File: src/rtl/bist_pkg.sv
// Shared types and default constants for the scan self-test path.
// Both the stimulus LFSR side and the response analyzer import this package.
package bist_pkg;

    typedef enum logic [1:0] {
        SKIP    = 2'd0,
        SHIFT   = 2'd1,
        COMPARE = 2'd2,
        DONE    = 2'd3
    } state_e;

    localparam int         DEF_SIG_W     = 8;
    localparam logic [7:0] DEF_POLY      = 8'h1D;
    localparam int         DEF_CHAIN_LEN = 8;

endpackage

File: src/rtl/bist_sisr.sv
// Serial-input signature register: shifts left, folds the MSB back through POLY
// and XORs the incoming response bit into bit 0 whenever en is high.
module bist_sisr
    import bist_pkg::*;
#(
    parameter int               SIG_W    = DEF_SIG_W,
    parameter logic [SIG_W-1:0] POLY     = SIG_W'(DEF_POLY),
    parameter logic [SIG_W-1:0] SIG_SEED = '0
) (
    input  logic             clk,
    input  logic             rst,
    input  logic             en,
    input  logic             din,
    output logic [SIG_W-1:0] sig
);

    logic [SIG_W-1:0] sig_q;
    logic [SIG_W-1:0] sig_d;

    always_comb begin
        sig_d = sig_q;
        if (en) begin
            sig_d = {sig_q[SIG_W-2:0], 1'b0}
                  ^ (sig_q[SIG_W-1] ? POLY : '0)
                  ^ {{(SIG_W-1){1'b0}}, din};
        end
    end

    always_ff @(posedge clk) begin
        if (rst) sig_q <= SIG_SEED;
        else     sig_q <= sig_d;
    end

    assign sig = sig_q;

endmodule

File: src/rtl/bist_response_analyzer.sv
// Compacts scan-chain unload bursts into a SISR and compares against GOLDEN_SIG.
// Optional BIST_SNAPSHOT_EN adds a per-pattern signature snapshot output.
module bist_response_analyzer
    import bist_pkg::*;
#(
    parameter int               CHAIN_LEN    = DEF_CHAIN_LEN,
    parameter int               NUM_PATTERNS = 4,
    parameter int               SKIP_FIRST   = 1,
    parameter int               SIG_W        = DEF_SIG_W,
    parameter logic [SIG_W-1:0] POLY         = SIG_W'(DEF_POLY),
    parameter logic [SIG_W-1:0] SIG_SEED     = '0,
    parameter logic [SIG_W-1:0] GOLDEN_SIG   = '0,
    localparam int              PAT_W        = $clog2(NUM_PATTERNS + 1),
    localparam int              BIT_W        = $clog2(CHAIN_LEN + 1)
) (
    input  logic             clk,
    input  logic             rst,
    input  logic             scan_en,
    input  logic             scan_in,
    output logic [SIG_W-1:0] signature,
    output logic [PAT_W-1:0] pat_cnt,
    output logic             done,
    output logic             pass,
    output logic             proto_err
`ifdef BIST_SNAPSHOT_EN
    ,
    output logic [SIG_W-1:0] snap_sig,
    output logic             snap_valid
`endif
);

    localparam state_e INIT_ST = (SKIP_FIRST != 0) ? SKIP : SHIFT;

    state_e           state_q, state_d;
    logic [BIT_W-1:0] bit_cnt_q, bit_cnt_d;
    logic [PAT_W-1:0] pat_cnt_q, pat_cnt_d;
    logic             done_q, done_d;
    logic             pass_q, pass_d;
    logic             proto_err_q, proto_err_d;
    logic             sisr_en;
    logic             last_bit;
    logic             pat_done;

    bist_sisr #(
        .SIG_W   (SIG_W),
        .POLY    (POLY),
        .SIG_SEED(SIG_SEED)
    ) u_sisr (
        .clk(clk),
        .rst(rst),
        .en (sisr_en),
        .din(scan_in),
        .sig(signature)
    );

    assign last_bit = (bit_cnt_q == BIT_W'(CHAIN_LEN - 1));

    always_comb begin
        state_d     = state_q;
        bit_cnt_d   = bit_cnt_q;
        pat_cnt_d   = pat_cnt_q;
        done_d      = done_q;
        pass_d      = pass_q;
        proto_err_d = proto_err_q;
        sisr_en     = 1'b0;
        pat_done    = 1'b0;
        unique case (state_q)
            SKIP, SHIFT: begin
                if (scan_en) begin
                    sisr_en = (state_q == SHIFT);
                    if (last_bit) begin
                        bit_cnt_d = '0;
                        if (state_q == SKIP) begin
                            state_d = SHIFT;
                        end else begin
                            pat_done  = 1'b1;
                            pat_cnt_d = pat_cnt_q + 1'b1;
                            if (pat_cnt_d == PAT_W'(NUM_PATTERNS)) state_d = COMPARE;
                        end
                    end else begin
                        bit_cnt_d = bit_cnt_q + 1'b1;
                    end
                end else if (bit_cnt_q != '0) begin
                    // Burst cut short: keep what was compacted, restart the bit count.
                    proto_err_d = 1'b1;
                    bit_cnt_d   = '0;
                end
            end
            COMPARE: begin
                done_d  = 1'b1;
                pass_d  = (signature == GOLDEN_SIG);
                state_d = DONE;
            end
            DONE: begin
            end
            default: state_d = INIT_ST;
        endcase
    end

    always_ff @(posedge clk) begin
        if (rst) begin
            state_q     <= INIT_ST;
            bit_cnt_q   <= '0;
            pat_cnt_q   <= '0;
            done_q      <= 1'b0;
            pass_q      <= 1'b0;
            proto_err_q <= 1'b0;
        end else begin
            state_q     <= state_d;
            bit_cnt_q   <= bit_cnt_d;
            pat_cnt_q   <= pat_cnt_d;
            done_q      <= done_d;
            pass_q      <= pass_d;
            proto_err_q <= proto_err_d;
        end
    end

    assign pat_cnt   = pat_cnt_q;
    assign done      = done_q;
    assign pass      = pass_q;
    assign proto_err = proto_err_q;

`ifdef BIST_SNAPSHOT_EN
    logic [SIG_W-1:0] snap_sig_q, snap_sig_d;
    logic             snap_valid_q, snap_valid_d;
    logic [SIG_W-1:0] sig_next;

    // Same value the SISR loads on the completing bit.
    assign sig_next = {signature[SIG_W-2:0], 1'b0}
                    ^ (signature[SIG_W-1] ? POLY : '0)
                    ^ {{(SIG_W-1){1'b0}}, scan_in};

    always_comb begin
        snap_sig_d   = snap_sig_q;
        snap_valid_d = 1'b0;
        if (pat_done) begin
            snap_sig_d   = sig_next;
            snap_valid_d = 1'b1;
        end
    end

    always_ff @(posedge clk) begin
        if (rst) begin
            snap_sig_q   <= '0;
            snap_valid_q <= 1'b0;
        end else begin
            snap_sig_q   <= snap_sig_d;
            snap_valid_q <= snap_valid_d;
        end
    end

    assign snap_sig   = snap_sig_q;
    assign snap_valid = snap_valid_q;
`endif

endmodule

File: config.mk
export PLATFORM = sky130hd
export DESIGN_NAME = bist_response_analyzer
export DESIGN_NICKNAME = d
export VERILOG_FILES = /design/src/rtl/bist_pkg.sv /design/src/rtl/bist_sisr.sv /design/src/rtl/bist_response_analyzer.sv
export SDC_FILE = /design/constraint.sdc
export NUM_CORES = 1
export LEC_CHECK = 0
export BUFFER_PORTS_ARGS = -buffer_cell sky130_fd_sc_hd__buf_4
export CORE_MARGIN = 4
export CORE_UTILIZATION = 45
export DETAILED_ROUTE_END_ITERATION = 10
export PLACE_DENSITY = 0.67
export SLEW_MARGIN = 20
export SYNTH_ARGS = -nofsm -noshare
export SYNTH_HDL_FRONTEND = slang
export SYNTH_HIERARCHICAL = 1
export SYNTH_SLANG_ARGS = --single-unit
File: constraint.sdc
create_clock -name clk -period 2.6 [get_ports clk]
set_input_delay 0 -clock clk [delete_from_list [all_inputs] [get_ports clk]]
set_output_delay 0 -clock clk [all_outputs]
set_load 0.005 [all_outputs]
After elaboration in Yosys (flattened, before gate mapping)
Cells that the tools add are included.
{"block": "word_totals", "ff_bits": 20, "input_bits": 4}
{"block": "classes", "add_sub_neg": 2, "n_eq_ne": 7, "mux": 11, "bitwise_logic": 4, "n_reduce_logical": 10}
{"operator": "$mux W4", "n": 3}
{"operator": "$logic_not A8 Y1", "n": 1}
{"operator": "$mux W2", "n": 4}
{"operator": "$reduce_and A4 Y1", "n": 2}
{"operator": "$xor A8 B1 Y8", "n": 1}
{"operator": "$xor A8 B8 Y8", "n": 1}
{"operator": "$mux W5", "n": 1}
{"operator": "$add A4 B1 Y4 const B", "n": 1}
{"operator": "$eq A4 B3 Y1 const B", "n": 1}
{"operator": "$ne A2 B2 Y1 const B", "n": 2}
{"operator": "$pmux W2 S2", "n": 1}
{"operator": "$reduce_bool A2 Y1", "n": 2}
{"operator": "$reduce_bool A4 Y1", "n": 1}
{"operator": "$add A3 B1 Y3 const B", "n": 1}
{"operator": "$eq A3 B3 Y1 const B", "n": 1}
{"operator": "$ne A3 B3 Y1 const B", "n": 1}
{"operator": "$reduce_and A3 Y1", "n": 1}
{"operator": "$eq A2 B1 Y1 const B", "n": 1}
{"operator": "$eq A2 B2 Y1 const B", "n": 1}
{"operator": "$logic_not A2 Y1", "n": 1}
{"operator": "$mux W1", "n": 2}
{"operator": "$not A1 Y1", "n": 2}
{"operator": "$reduce_and A2 Y1", "n": 1}
{"operator": "$reduce_or A2 Y1", "n": 1}

Depth between registers and ports, before layout
{"block": "logic_depth", "ltp_word": 7, "ltp_mapped": 5, "depth_no_buf": 5}

By module
The synthesis kept the hierarchy.
{"mod": "bist_response_analyzer", "n_inst": 1, "cells_per_inst": 71, "area_per_inst_um2": 645.6, "seq_area_each_um2": 240.2}
{"mod": "bist_sisr", "n_inst": 1, "cells_per_inst": 31, "area_per_inst_um2": 317.8, "seq_area_each_um2": 160.2}

Worst setup path before layout
Ideal clock, no wire load.
{"block": "synth_timing", "path_kind": "register -> register", "start": "reg bit_cnt_q[0]", "end": "reg pat_cnt_q[0], in the netlist pat_cnt[0]", "setup_time_ns": 0.123, "arrival_time_ns": 1.248, "path_slack_ns": 1.229, "stages_incl_launch_ff": 5, "n_path_buf": 0, "period_less_slack_ns": 1.371, "cell_sequence": "dfxtp_1 > ha_1 > and3b_1 > and3_1 > mux2_1"}
{"block": "synth_between", "elab_chain_cells": 2}
{"element": "start, declared", "line": "bist_response_analyzer.sv:35", "text": "logic [BIT_W-1:0] bit_cnt_q, bit_cnt_d;"}
{"element": "start signal, assigned", "line": "bist_response_analyzer.sv:110", "text": "bit_cnt_q <= bit_cnt_d;"}
{"element": "$eq A4 B3 Y1", "line": "bist_response_analyzer.sv:56", "text": "assign last_bit = (bit_cnt_q == BIT_W'(CHAIN_LEN - 1));"}
{"element": "$reduce_and A4 Y1 (no line)"}
{"element": "end signal, assigned", "line": "bist_response_analyzer.sv:111", "text": "pat_cnt_q <= pat_cnt_d;"}
{"element": "end, declared", "line": "bist_response_analyzer.sv:36", "text": "logic [PAT_W-1:0] pat_cnt_q, pat_cnt_d;"}
No other way between the ends.
A chain may end at the register's enable or synchronous reset.

Worst setup path after layout
{"block": "layout_timing", "start": "reg state_q[1]", "end": "reg u_sisr.sig_q[4], in the netlist u_sisr/sig[4]"}
{"block": "layout_between", "elab_chain_cells": 3}
{"element": "start, declared", "line": "bist_response_analyzer.sv:34", "text": "state_e state_q, state_d;"}
{"element": "start signal, assigned", "line": "bist_response_analyzer.sv:109", "text": "state_q <= state_d;"}
{"element": "$eq A2 B1 Y1 or $logic_not A2 Y1 (tied branches)", "line": "bist_response_analyzer.sv:67, bist_response_analyzer.sv:70"}
{"element": "$mux W1 or $reduce_or A2 Y1 (tied branches)", "line": "bist_response_analyzer.sv:69, bist_response_analyzer.sv:67"}
{"element": "$mux W1 (*)", "line": "bist_response_analyzer.sv:67", "text": "unique case (state_q)"}
{"element": "via sisr_en", "line": "bist_response_analyzer.sv:40", "text": "logic sisr_en;"}
{"element": "end signal, assigned", "line": "bist_sisr.sv:31", "text": "else sig_q <= sig_d;"}
{"element": "end, declared", "line": "bist_sisr.sv:17", "text": "logic [SIG_W-1:0] sig_q;"}
The timed path passes the listed nets; every way through them passes the cells marked *.

==> reports/qor.yml <==
drt:
  wl_met2_um: 901
  via_per_inst: 5.36
  vias: 782
  met1_length_um: 848
  routed_wl_mm: 1.84
  wl_met3_um: 66
  wl_per_cell_um: 12.6
  postRouteAntennaNets: 0
  drc: 0
  drtPass1Iterations: 4
  drt_iter0_markers: 11
  top_layer: "met4"
sta:
  slew_headroom: 0.691
  final-setup-viol-count: 0
  fin_skew_ns: 0.00193
  tightest_slew_ns: 0.463
  fin_crit_ns: 1.65
  fin_ws_ns: 0.948
  slew_viol_final: 0
  rsz0062_at_grt: "no"
  max_freq_ghz: 0.605
  post-route-period-util: 0.636
  final.setup.tns_ns: 0
  final-hold-violation-count: 0
yosys:
  ys_seq_area_frac: 0.416
  syn_nets: 110
  postSynthAreaPerCell_um2: 9.45
  synth_cells: 102
  netlist_area_um2: 963
  ys_seq_elements: 20
  ys_warn_count: 6
  ys_types: 38
  netlist_top_cells_area: "dfxtp_1 (42%), nor2_1 (6.2%), ha_1 (5.2%), mux2i_1 (5.2%), xnor2_1 (3.6%)"
  synth_top_area_share: 0.416
  yosys.area.top_type: "dfxtp_1"
place:
  io_buffers: 17
  dp_slack_ns: 0.989
  dp.cells: 141
  dp_hpwl_mm: 1.31
  place_area_um2: 1090
  place_congestion: 0.772
cells_and_area:
  final_cell_mix: "dfxtp_1 (20), buf_4 (17), nor2_1 (16), nor2b_1 (5), mux2i_1 (5)"
  area_growth_pct: 18.3
  fin_area_um2: 1140
  layout.nets: 128
  drive_gt1_frac: 0.202
  final_cells: 146
  diodes: 0
  final_common_cell: "dfxtp_1"
global_route:
  antenna_found_initial: 0
  grtUsageTotal: 0.141
  grt_pass1_wl_mm: 3.08
  grt-ovfl-total: 0
  grt_max_degree: 24
  grt_pass1_vias: 698
worst_setup_path:
  cp.arrival_ns: 1.85
  path_max_fanout: 13
  worst_path_max_delay_cell: "and2_1"
  worstSetupEndpointType: "register"
  worstPathCellList: "and2b_1 > and2_1 > nor2_1 > a211oi_1"
  crit_type: "reg2reg"
  crit_buf_inv: 0
  cp.required_ns: 2.80
  crit_family: "simple AND/OR/NAND/NOR gates"
  startpoint_type: "register"
  critPathMaxStageDelay_ns: 0.44
floorplanning:
  die_area_um2: 2950
  die_x_um: 54.3
  core-area_um2: 2000
  row_count: 16
  fp.dieH_um: 54.3
  boundaryPins: 18
  initial_utilization: 0.481
power:
  total_power_mw: 0.520
  irDropWorstVdd_uv: 285
  leakage_nw: 0.472
  power_density_nw_per_um2: 456
clock_tree:
  cts_tree: "yes"
  cts-htree-levels: 1
  clk_latency_ns: 0.30
  cts_resized: 0
  cts-buffers-inserted: 3
  clockRootBuffer: "clkbuf_4"
  clock_sinks: 20
  clockBufferDepth: 2
  clk_pin_slew_worst_paths_ns: 0.11
worst_hold_path:
  hold_class: "in2reg"
status:
  outcome: "completed"
job:
  max-cap-violations: 0
[power breakdown]
| group | total [mW] | internal [mW] | switching (mW) |
|---|---|---|---|
| registers | 0.313 | 0.310 | 0.00332 |
| logic | 0.0293 | 0.0143 | 0.0150 |
| clock network | 0.177 | 0.0854 | 0.0920 |
| total | 0.520 | 0.409 | 0.110 |
[cell families (layout without fill, tap and decap cells)]
logic type,Yosys count,after routing,synth area share
and+or+nand+nor,44,44,0.257
DFF,20,20,0.416
AOI/OAI and AO/OA,15,15,0.110
muxes,7,7,0.0792
buffers and inverters,7,24,0.0403
xor gates and xnor gates,5,5,0.0455
adders and majority gates,4,4,0.0520
[per-stage QoR]
stage                     hold WS [ns]   util
after floorplan                  0.164      -
after global placement           0.306  0.546
after detailed placement         0.310  0.546
after CTS                       0.0245  0.569
after global routing            0.0288  0.569
final                           0.0310  0.569
[worst register-to-register path: stages (launching register included)]
cell and delay [ns]:
dfxtp_1 0.43, and2b_1 0.31, and2_1 0.44, nor2_1 0.10, a211oi_1 0.28
[sequential cells by signal, indices dropped and copies added (netlist names)]
name / flops
bit_cnt_q: 4
done: 1
pass: 1
pat_cnt: 3
proto_err: 1
state_q: 2
u_sisr/sig: 8
[area by class of cell]
cell class / count / area (µm²)
Multi-Input combinational cell: 75 / 524
Fill cell: 184 / 862
Timing Repair Buffer: 18 / 138
Tap cell: 27 / 33.8
Sequential cell: 20 / 400
Clock buffer: 4 / 36.3
Inverter: 2 / 7.51
[path summary, 6_finish.rpt]
check                          start                         end  slack, ns  cells after the start
max          state_q[1]$_SDFFE_PP0P_  u_sisr/sig[4]$_SDFFE_PP0P_       0.95                      4
min                          scan_en   bit_cnt_q[1]$_SDFFE_PP0P_       0.03                      3
max reg2reg  state_q[1]$_SDFFE_PP0P_  u_sisr/sig[4]$_SDFFE_PP0P_       0.95                      4
min reg2reg        pass$_SDFFE_PP0P_           pass$_SDFFE_PP0P_       0.48                      2
[Yosys cell counts]
| library cell | instances |
|---|---|
| a2111o_1 | 1 |
| a211o_1 | 1 |
| a211oi_1 | 4 |
| a21oi_1 | 4 |
| a31oi_1 | 1 |
| a41oi_1 | 1 |
| and2_1 | 1 |
| and2b_1 | 1 |
| and3_1 | 1 |
| and3b_1 | 1 |
| and4b_4 | 1 |
| buf_1 | 1 |
| buf_2 | 1 |
| buf_4 | 1 |
| buf_6 | 1 |
| clkbuf_1 | 1 |
| dfxtp_1 | 20 |
| ha_1 | 4 |
| inv_1 | 2 |
| mux2_1 | 1 |
| mux2_4 | 1 |
| mux2i_1 | 5 |
| nand2_1 | 1 |
| nand2b_1 | 4 |
| nand3_1 | 3 |
| nand3_2 | 1 |
| nand3b_1 | 1 |
| nor2_1 | 16 |
| nor2b_1 | 5 |
| nor3_1 | 3 |
| nor3b_1 | 1 |
| nor4_1 | 2 |
| nor4b_1 | 1 |
| o2111a_1 | 1 |
| o21ai_0 | 2 |
| or3b_1 | 1 |
| xnor2_1 | 4 |
| xor2_1 | 1 |
[routing by layer]
layer / GRT usage / vias to the layer above
li1: - / 394
met1: 0.194 / 371
met2: 0.225 / 14
met3: 0.0245 / 3
met4: 0.0373 / 0
met5: 0 / -
[timing repair]
action | 4_1_cts | 5_1_grt
hold buffers | 1 | 0
setup buffers | 0 | 0
endpoints found under the hold margin | 1 | 0
Power figures use the tool's default switching activity.
